[src/rtl/data_mem_responder_pkg.sv]
// rtl/data_mem_responder_pkg.sv - shared constants and FSM encoding for the data-memory responder
package data_mem_responder_pkg;

  localparam int CNT_W = 4;
  localparam logic [7:0] IO_ADDR_DEFAULT = 8'hFF;

  typedef enum logic [1:0] {
    ST_IDLE = 2'd0,
    ST_WAIT = 2'd1,
    ST_RESP = 2'd2
  } state_e;

endpackage

[src/rtl/data_mem_responder_wait_counter.sv]
// rtl/data_mem_responder_wait_counter.sv - loadable down-counter timing the wait states
module wait_counter
  import data_mem_responder_pkg::*;
(
  input  logic             clock,
  input  logic             rst,
  input  logic             load,
  input  logic [CNT_W-1:0] load_val,
  input  logic             dec,
  output logic             last
);

  logic [CNT_W-1:0] cnt_q, cnt_d;

  always_comb begin
    cnt_d = cnt_q;
    if (load) begin
      cnt_d = load_val;
    end else if (dec && (cnt_q != '0)) begin
      cnt_d = cnt_q - 1'b1;
    end
  end

  always_ff @(posedge clock) begin
    if (!rst) begin
      cnt_q <= '0;
    end else begin
      cnt_q <= cnt_d;
    end
  end

  assign last = (cnt_q == CNT_W'(1));

endmodule

[src/rtl/data_mem_responder.sv]
// rtl/data_mem_responder.sv - wait-stated register RAM plus io_out register answering core load/store requests
module data_mem_responder
  import data_mem_responder_pkg::*;
#(
  parameter int                ADDR_W      = 8,
  parameter int                DATA_W      = 8,
  parameter int                DEPTH       = 128,
  parameter int                WAIT_CYCLES = 2,
  parameter logic [ADDR_W-1:0] IO_ADDR     = ADDR_W'(IO_ADDR_DEFAULT)
) (
  input  logic              clock,
  input  logic              rst,
  input  logic              req,
  input  logic              we,
  input  logic [ADDR_W-1:0] addr,
  input  logic [DATA_W-1:0] wdata,
  output logic              ready,
  output logic [DATA_W-1:0] rdata,
  output logic              err,
  output logic              busy,
  output logic [DATA_W-1:0] io_out
);

  localparam int IDX_W = $clog2(DEPTH);

  state_e            state_q, state_d;
  logic              we_q, we_d;
  logic [ADDR_W-1:0] addr_q, addr_d;
  logic [DATA_W-1:0] wdata_q, wdata_d;
  logic              ready_q, ready_d;
  logic              err_q, err_d;
  logic [DATA_W-1:0] rdata_q, rdata_d;
  logic [DATA_W-1:0] io_out_q, io_out_d;
  logic [DATA_W-1:0] mem_q [DEPTH];
  logic [DATA_W-1:0] mem_d [DEPTH];

  logic              cnt_last;
  logic              capture;
  logic              enter_resp;
  logic              cur_we;
  logic [ADDR_W-1:0] cur_addr;
  logic [DATA_W-1:0] cur_wdata;
  logic              hit_ram;
  logic              hit_io;
  logic [IDX_W-1:0]  ram_idx;

  assign capture = (state_q == ST_IDLE) && req;

  wait_counter u_wait_counter (
    .clock    (clock),
    .rst      (rst),
    .load     (capture),
    .load_val (CNT_W'(WAIT_CYCLES)),
    .dec      (state_q == ST_WAIT),
    .last     (cnt_last)
  );

  always_comb begin
    state_d = state_q;
    case (state_q)
      ST_IDLE: if (req) state_d = (WAIT_CYCLES == 0) ? ST_RESP : ST_WAIT;
      ST_WAIT: if (cnt_last) state_d = ST_RESP;
      ST_RESP: state_d = ST_IDLE;
      default: state_d = ST_IDLE;
    endcase
  end

  // With zero wait states RESP is entered on the capture edge, so decode the live inputs then.
  always_comb begin
    cur_we    = we_q;
    cur_addr  = addr_q;
    cur_wdata = wdata_q;
    if (state_q == ST_IDLE) begin
      cur_we    = we;
      cur_addr  = addr;
      cur_wdata = wdata;
    end
  end

  assign hit_ram    = (32'(cur_addr) < DEPTH);
  assign hit_io     = !hit_ram && (cur_addr == IO_ADDR);
  assign ram_idx    = cur_addr[IDX_W-1:0];
  assign enter_resp = (state_d == ST_RESP);

  always_comb begin
    we_d    = we_q;
    addr_d  = addr_q;
    wdata_d = wdata_q;
    if (capture) begin
      we_d    = we;
      addr_d  = addr;
      wdata_d = wdata;
    end
  end

  always_comb begin
    mem_d    = mem_q;
    io_out_d = io_out_q;
    ready_d  = 1'b0;
    err_d    = 1'b0;
    rdata_d  = '0;
    if (enter_resp) begin
      ready_d = 1'b1;
      err_d   = !(hit_ram || hit_io);
      if (cur_we) begin
        if (hit_ram) begin
          mem_d[ram_idx] = cur_wdata;
        end else if (hit_io) begin
          io_out_d = cur_wdata;
        end
      end else begin
        if (hit_ram) begin
          rdata_d = mem_q[ram_idx];
        end else if (hit_io) begin
          rdata_d = io_out_q;
        end
      end
    end
  end

  always_ff @(posedge clock) begin
    if (!rst) begin
      state_q  <= ST_IDLE;
      we_q     <= 1'b0;
      addr_q   <= '0;
      wdata_q  <= '0;
      ready_q  <= 1'b0;
      err_q    <= 1'b0;
      rdata_q  <= '0;
      io_out_q <= '0;
      mem_q    <= '{default: '0};
    end else begin
      state_q  <= state_d;
      we_q     <= we_d;
      addr_q   <= addr_d;
      wdata_q  <= wdata_d;
      ready_q  <= ready_d;
      err_q    <= err_d;
      rdata_q  <= rdata_d;
      io_out_q <= io_out_d;
      mem_q    <= mem_d;
    end
  end

  assign ready  = ready_q;
  assign err    = err_q;
  assign rdata  = rdata_q;
  assign io_out = io_out_q;
  assign busy   = (state_q != ST_IDLE);

endmodule
[config.mk]
export PLATFORM = sky130hd
export DESIGN_NAME = data_mem_responder
export DESIGN_NICKNAME = d
export VERILOG_FILES = /design/src/rtl/data_mem_responder_pkg.sv /design/src/rtl/data_mem_responder_wait_counter.sv /design/src/rtl/data_mem_responder.sv
export SDC_FILE = /design/constraint.sdc
export NUM_CORES = 2
export LEC_CHECK = 0
export CAP_MARGIN = 25
export CORE_UTILIZATION = 40
export DETAILED_ROUTE_END_ITERATION = 7
export PLACE_DENSITY_LB_ADDON = 0.08
export SLEW_MARGIN = 15
export SYNTH_ARGS = -nofsm -noshare
export SYNTH_HDL_FRONTEND = slang
export SYNTH_SLANG_ARGS = --single-unit
[constraint.sdc]
create_clock -name clock -period 3.8 [get_ports clock]
set_clock_uncertainty 0.1 [all_clocks]
set_input_delay 0.76 -clock clock [delete_from_list [all_inputs] [get_ports clock]]
set_output_delay 0.76 -clock clock [all_outputs]
set_load 0.05 [all_outputs]
# Yosys cells after proc, flatten, opt, wreduce, memory -nomap -nowiden
# Cells that the tools add are included.
dict set report op_classes {
  magnitude_cmp 3
  eq_ne 4
  bitwise_logic 4
  reduce_logical 16
  n_mux 17
  add_sub_neg 1
}
# op count
set ops {}
lappend ops {{$bwmux W1024} 1}
lappend ops {{$bmux W8 S7} 1}
lappend ops {{$demux W8 S7} 1}
lappend ops {{$mux W8} 7}
lappend ops {{$eq A8 B8 Y1 const B} 1}
lappend ops {{$ge A8 B8 Y1 const B} 1}
lappend ops {{$lt A8 B1 Y1 const B} 1}
lappend ops {{$lt A8 B8 Y1 const B} 1}
lappend ops {{$mux W2} 4}
lappend ops {{$not A7 Y8} 1}
lappend ops {{$eq A4 B1 Y1 const B} 1}
lappend ops {{$logic_and A1 B1 Y1} 4}
lappend ops {{$pmux W2 S2} 1}
lappend ops {{$reduce_and A4 Y1} 1}
lappend ops {{$reduce_bool A2 Y1} 2}
lappend ops {{$reduce_bool A4 Y1} 1}
lappend ops {{$sub A4 B1 Y4 const B} 1}
lappend ops {{$not A1 Y1} 3}
lappend ops {{$reduce_and A3 Y1} 1}
lappend ops {{$reduce_or A3 Y1} 1}
lappend ops {{$eq A2 B1 Y1 const B} 1}
lappend ops {{$eq A2 B2 Y1 const B} 1}
lappend ops {{$logic_not A1 Y1} 2}
lappend ops {{$logic_not A2 Y1} 1}
lappend ops {{4 further kinds} 5}
dict set report word_totals {
  regBits 1065
  in_bits 20
  wordCells 183
  output_inout_bits 19
}

# Depth between registers and ports, before layout
dict set report logic_depth {
  depth_word 8
  ltp_mapped 12
  ltp_nobuf 10
}

# Cells and area by module
# Synthesis repeated with hierarchy kept, for this count alone.
dict set report hier_totals {
  cells_unflattened 4435
  hier_area_um2 46379.5
}
# mod seq_area_each_um2 cells_each area_each_um2 instances
set by_module_without_submodules {}
lappend by_module_without_submodules {data_mem_responder 21240.4 4400 46108.0 1}
lappend by_module_without_submodules {wait_counter 80.1 35 271.5 1}

# Worst setup path before layout
# OpenSTA, ideal clock, no wires.
dict set report synth_path {
  kind {input-to-reg}
  startpoint {in addr[2]}
  endpoint {reg rdata_q[0], in the netlist rdata[0]}
  stages 12
  setup_ns 0.114
  path_buffers 4
  arrival_ns 2.811
  required_time_ns 3.586
  setup_slack_ns 0.775
  cell_sequence {buf_2 -> or3b_2 -> clkbuf_1 -> nand2_2 -> buf_2 -> buf_4 -> mux2i_1 -> a32oi_1 -> and4_1 -> o31ai_1 -> a41oi_1 -> a21o_1}
}
dict set report synth_between {
  elab_chain_cells 6
  word_cells_on_any_way 11
  classes_between {order compare: 1; eq/ne: 1; mux: 6; bitwise: 1; reduce/logical: 2}
}
# element line
set synth_rtl {}
lappend synth_rtl {{start: declaration} data_mem_responder.sv:15} ;# input logic [ADDR_W-1:0] addr,
lappend synth_rtl {{$mux W8 *} data_mem_responder.sv:73} ;# if (state_q == ST_IDLE) begin
lappend synth_rtl {{$not A7 Y8 (implied by the code) or $lt A8 B8 Y1 (tied branches)} {data_mem_responder.sv:113, data_mem_responder.sv:80}}
lappend synth_rtl {{$bmux W8 S7 or $logic_not A1 Y1 (tied branches)} {data_mem_responder.sv:113, data_mem_responder.sv:81}}
lappend synth_rtl {{$mux W8 (implied by the code) or $logic_and A1 B1 Y1 (tied branches)} {data_mem_responder.sv:113, data_mem_responder.sv:81}}
lappend synth_rtl {{$mux W8 (on tied branches)} {data_mem_responder.sv:113, data_mem_responder.sv:114}}
lappend synth_rtl {{$mux W8 *} data_mem_responder.sv:112} ;# if (hit_ram) begin
lappend synth_rtl {{end signal: assignment} data_mem_responder.sv:139} ;# rdata_q <= rdata_d;
lappend synth_rtl {{end: declaration} data_mem_responder.sv:32} ;# logic [DATA_W-1:0] rdata_q, rdata_d;
# Every way passes the cells marked *; elsewhere a longest branch is shown, timed or not. The select of a mux whose other input is x is not followed.
# A chain may end at the register's enable or synchronous reset.

# Worst setup path in the final report
dict set report layout_path {
  startpoint {reg state_q[0]}
  endpoint {out busy}
}
dict set report layout_between {
  elab_chain_cells 1
}
# element line
set layout_rtl {}
lappend layout_rtl {{start: declaration} data_mem_responder.sv:26} ;# state_e state_q, state_d;
lappend layout_rtl {{start signal: assignment} data_mem_responder.sv:133} ;# state_q <= state_d;
lappend layout_rtl {{$reduce_bool A2 Y1} data_mem_responder.sv:149} ;# assign busy = (state_q != ST_IDLE);
lappend layout_rtl {{end: declaration} data_mem_responder.sv:20} ;# output logic busy,
# No other way between the ends.

==> results_tabular.tex <==
\begin{tabular}{lr}
\hline
Metric & Value \\
\hline
\multicolumn{2}{l}{\textbf{Global routing}} \\
Via count of the first global-routing pass & about 40000 \\
Global-route wire length before repair & 263700 microns \\
Number of antenna violations at the first check in global routing & 5 \\
Pin count of the biggest net entering global routing & 145 \\
Overflow left after global routing & 0 \\
Overall fraction of global-route tracks in use & between 20\% and 30\% \\
\multicolumn{2}{l}{\textbf{Synthesis}} \\
Post-Synthesis Mean Instance Area & between 8 and 9 sq um \\
Leading post-synthesis cells by cell area & sky130\_fd\_sc\_hd\_\_dfxtp\_1 43\%, sky130\_fd\_sc\_hd\_\_a211oi\_1 16\%, sky130\_fd\_sc\_hd\_\_nor2\_1 8.0\% \\
Share of synthesized registers carrying an async set or reset & 0\% \\
Net Count, Synth & between 5000 and 6000 \\
Unique cell type count in the Yosys netlist & between 50 and 60 \\
Area share of the largest cell type after synthesis & a little over two fifths \\
Commonest cells post-synth & 1065 x sky130\_fd\_sc\_hd\_\_dfxtp\_1, 1057 x sky130\_fd\_sc\_hd\_\_nor2\_1, 1025 x sky130\_fd\_sc\_hd\_\_a211oi\_1 \\
Number of flops mapped to enable cells by yosys & 0 \\
\#FFs+latches synth & 1065 \\
Post-Syn Instances & about 5800 \\
Sequential-to-total area share from yosys stat & a little over two fifths \\
Most common cell in the netlist & sky130\_fd\_sc\_hd\_\_dfxtp\_1 \\
Yosys top cell by area & sky130\_fd\_sc\_hd\_\_dfxtp\_1 \\
Most common flop cell mapped by yosys & sky130\_fd\_sc\_hd\_\_dfxtp\_1 \\
Number of warning messages in the yosys log & 0 \\
Cell area after technology mapping & around 0.050 sq mm \\
\multicolumn{2}{l}{\textbf{STA}} \\
Final worst-path setup slack & 0.1519 ns \\
Headroom to the max-slew limit & about 28\% \\
Total setup violations reported at the end of the flow & 0 \\
Number of hold violations in the final report & 0 \\
Actual slew at the worst max-slew pin & around 1.1 ns \\
Setup repair after global routing missed its margin & no \\
Worst hold slack across all endpoints & just under 0.4 ns \\
Minimum period implied by the final worst setup slack & 3.648 ns \\
Final max-slew violation count & 0 \\
Timing-limited maximum frequency & roughly 270 MHz \\
Fin Setup TNS & 0 ns \\
Fin crit share & between 90\% and 100\% \\
\multicolumn{2}{l}{\textbf{Clock tree}} \\
Clock tree root driver cell & sky130\_fd\_sc\_hd\_\_clkbuf\_16 \\
Number of hold buffers added after cts & 0 \\
Worst-path clk slew & approximately 0.060 ns \\
Maximum buffer depth of the clock tree & 3 \\
TritonCTS buffer count & 120 \\
Worst skew pair latency & approximately 0.75 ns \\
CTS HTree Levels & 3 \\
Clk sink count & $\sim$1100 \\
TritonCTS clock tree & built \\
\multicolumn{2}{l}{\textbf{Worst setup path}} \\
Launching element type of the critical path & flip-flop \\
Critical-path maximum fanout & 13 \\
Startpoint-to-endpoint class of the critical path & reg2out \\
Flop-to-flop setup slack & around 0.19 ns \\
Type of element capturing the critical path & primary output \\
Crit-path max cell delay & approximately 0.84 ns \\
Cell breakdown of the critical path & nor2\_4, inv\_2, buf\_4, clkdlybuf4s50\_1 \\
Library cell contributing the largest single delay on the critical path & sky130\_fd\_sc\_hd\_\_clkdlybuf4s50\_1 \\
WP data arrival & $\sim$2.8 ns \\
WP data required & a little under 3 ns \\
\multicolumn{2}{l}{\textbf{Final layout}} \\
Total inserted antenna cells & 0 \\
Final Net Count & about 5700 \\
Combined flip-flop and latch cell area & 0.02133 sq mm \\
Post-layout instance area & 0.05750 sq mm \\
Relative area change from synthesis to final layout & 15.89\% \\
Multi-input gate area & 0.02575 sq mm \\
Share of layout cells above drive strength 1 & between 10\% and 20\% \\
Fill cells & 11890 \\
\multicolumn{2}{l}{\textbf{Pwr}} \\
Power Total & 26.27 mW \\
Lkg Pwr & around 18 nW \\
Power Dens Cells & 456.8 mW/mm\^{}2 \\
Highest ir drop seen on vdd & about 0.00039 V \\
\multicolumn{2}{l}{\textbf{Detailed routing}} \\
Initial drt markers & 3777 \\
Total wire length after detailed routing & 174200 microns \\
Remaining DRCs & 0 \\
Average routed wire per standard cell & between 20 and 25 microns \\
Antenna violation net count after detailed routing & 0 \\
DR pass1 iterations & 5 \\
Vias after detailed routing & about 43000 \\
Vias per std cell & around 6 \\
\multicolumn{2}{l}{\textbf{Placed design}} \\
Buffers added on ports & 38 \\
Post-Place Setup Slack & -0.3968 ns \\
Dpl cell area & $\sim$0.053 sq mm \\
Routability-driven placement congestion ratio & approximately 0.86 \\
DP Wirelength & $\sim$110000 microns \\
\multicolumn{2}{l}{\textbf{Floorplan}} \\
Horizontal die dimension & 354.2 microns \\
Overall die height & around 350 microns \\
Number of rows in the core area & about 130 \\
CORE AREA & 0.1224 sq mm \\
Top-level port count & 39 \\
Die ar. & 0.1254 sq mm \\
Starting density of the core & approximately two fifths \\
\multicolumn{2}{l}{\textbf{Worst hold path}} \\
Kind of path behind the tightest hold check & reg2reg \\
\multicolumn{2}{l}{\textbf{Run}} \\
Max-cap violations & 0 \\
\multicolumn{2}{l}{\textbf{Run status}} \\
Outcome & complete, no violations \\
\hline
\end{tabular}
==> worst max-delay path, delay by kind of cell, from the launching register on <==
| family | cells | cell delay (ns) |
|---|---|---|
| AND/OR/NAND/NOR | 1 | 0.09 |
| flip-flops | 1 | 0.68 |
| buffers and inverters | 3 | 1.27 |
==> through the flow <==
stage | utilization [%] | instances
final | 46.99 | 7396
after floorplan | - | 5796
after CTS | 46.99 | 7396
after detailed placement | 43.67 | 7175
after global routing | 46.99 | 7396
after global placement | 43.67 | 7174
==> layer usage <==
metal	up-vias	global-route usage [%]	part of all wire (%)
met5	-	0	0
li1	21040	-	-
met4	0	6.414	2.2
met2	1189	41.78	45
met3	207	3.712	5.3
met1	20710	39.63	48
==> repair_timing <==
| action | in CTS | in global routing |
|---|---|---|
| resized for setup | 0 | 1 |
| endpoints found under the setup margin | 0 | 1 |
| buffers inserted | 0 | 0 |
==> report_power, final <==
part           internal [mW]  switching (mW)  total (mW)  leakage [nW]
logic                  0.925            2.19        3.11          7.25
clock network           7.06            4.88        11.9          2.02
registers               11.2          0.0275        11.2          8.58
==> cell usage in the layout, fill, tap and decap left out, types with 32 or more instances in the layout <==
| cell type | instances |
|---|---|
| sky130_fd_sc_hd__a211o_1 | 32 |
| sky130_fd_sc_hd__a211oi_1 | 1025 |
| sky130_fd_sc_hd__a31oi_1 | 64 |
| sky130_fd_sc_hd__a32o_1 | 32 |
| sky130_fd_sc_hd__a32oi_1 | 64 |
| sky130_fd_sc_hd__and3_1 | 64 |
| sky130_fd_sc_hd__and4_1 | 32 |
| sky130_fd_sc_hd__buf_12 | 99 |
| sky130_fd_sc_hd__buf_4 | 256 |
| sky130_fd_sc_hd__clkbuf_16 | 122 |
| sky130_fd_sc_hd__clkbuf_8 | 38 |
| sky130_fd_sc_hd__clkdlybuf4s50_1 | 37 |
| sky130_fd_sc_hd__dfxtp_1 | 1063 |
| sky130_fd_sc_hd__mux2i_1 | 290 |
| sky130_fd_sc_hd__nand2_1 | 333 |
| sky130_fd_sc_hd__nand2b_1 | 203 |
| sky130_fd_sc_hd__nand3_1 | 104 |
| sky130_fd_sc_hd__nand4_1 | 32 |
| sky130_fd_sc_hd__nor2_1 | 1057 |
| sky130_fd_sc_hd__nor2_2 | 82 |
| sky130_fd_sc_hd__nor2_4 | 35 |
| sky130_fd_sc_hd__o211ai_1 | 385 |
| sky130_fd_sc_hd__o21ai_0 | 66 |
| sky130_fd_sc_hd__o31ai_1 | 64 |
==> worst paths after layout <==
kind / start / to / cells after the start
max reg2reg: state_q[0] / rdata[7] / 11
max: state_q[0] / busy / 4
min reg2reg: wdata_q[4] / wdata_q[4] / 2
min: wdata_q[4] / wdata_q[4] / 2
==> layout make-up <==
class,instances,area share (%)
Timing Repair Buffer,393,7.460
Multi-Input combinational cell,4084,44.79
Inverter,8,0.06528
Clock buffer,181,6.357
Sequential cell,1065,37.09
Tap cell,1625,3.536
Clock inverter,40,0.7051
==> cell families (layout without fill, tap and decap cells) <==
| family | Yosys count | in the layout | synth area share (%) |
|---|---|---|---|
| muxes | 298 | 298 | 6.012 |
| xor gates and xnor gates | 3 | 3 | 0.05297 |
| and+or+nand+nor | 1989 | 1989 | 18.41 |
| AOI/OAI and AO/OA | 1791 | 1791 | 26.91 |
| buffers and inverters | 647 | 622 | 5.568 |
| DFF | 1065 | 1065 | 42.97 |
| adders and majority gates | 3 | 3 | 0.07567 |
==> registers in the layout, summed over array words and instances (netlist names) <==
name	count
err	1
addr_q	8
ready	1
wdata_q	8
state_q	2
io_out	8
mem_q	1024
u_wait_counter.cnt_q	4
rdata	8
we_q	1
Note: power is estimated with default switching activity, not from simulation.
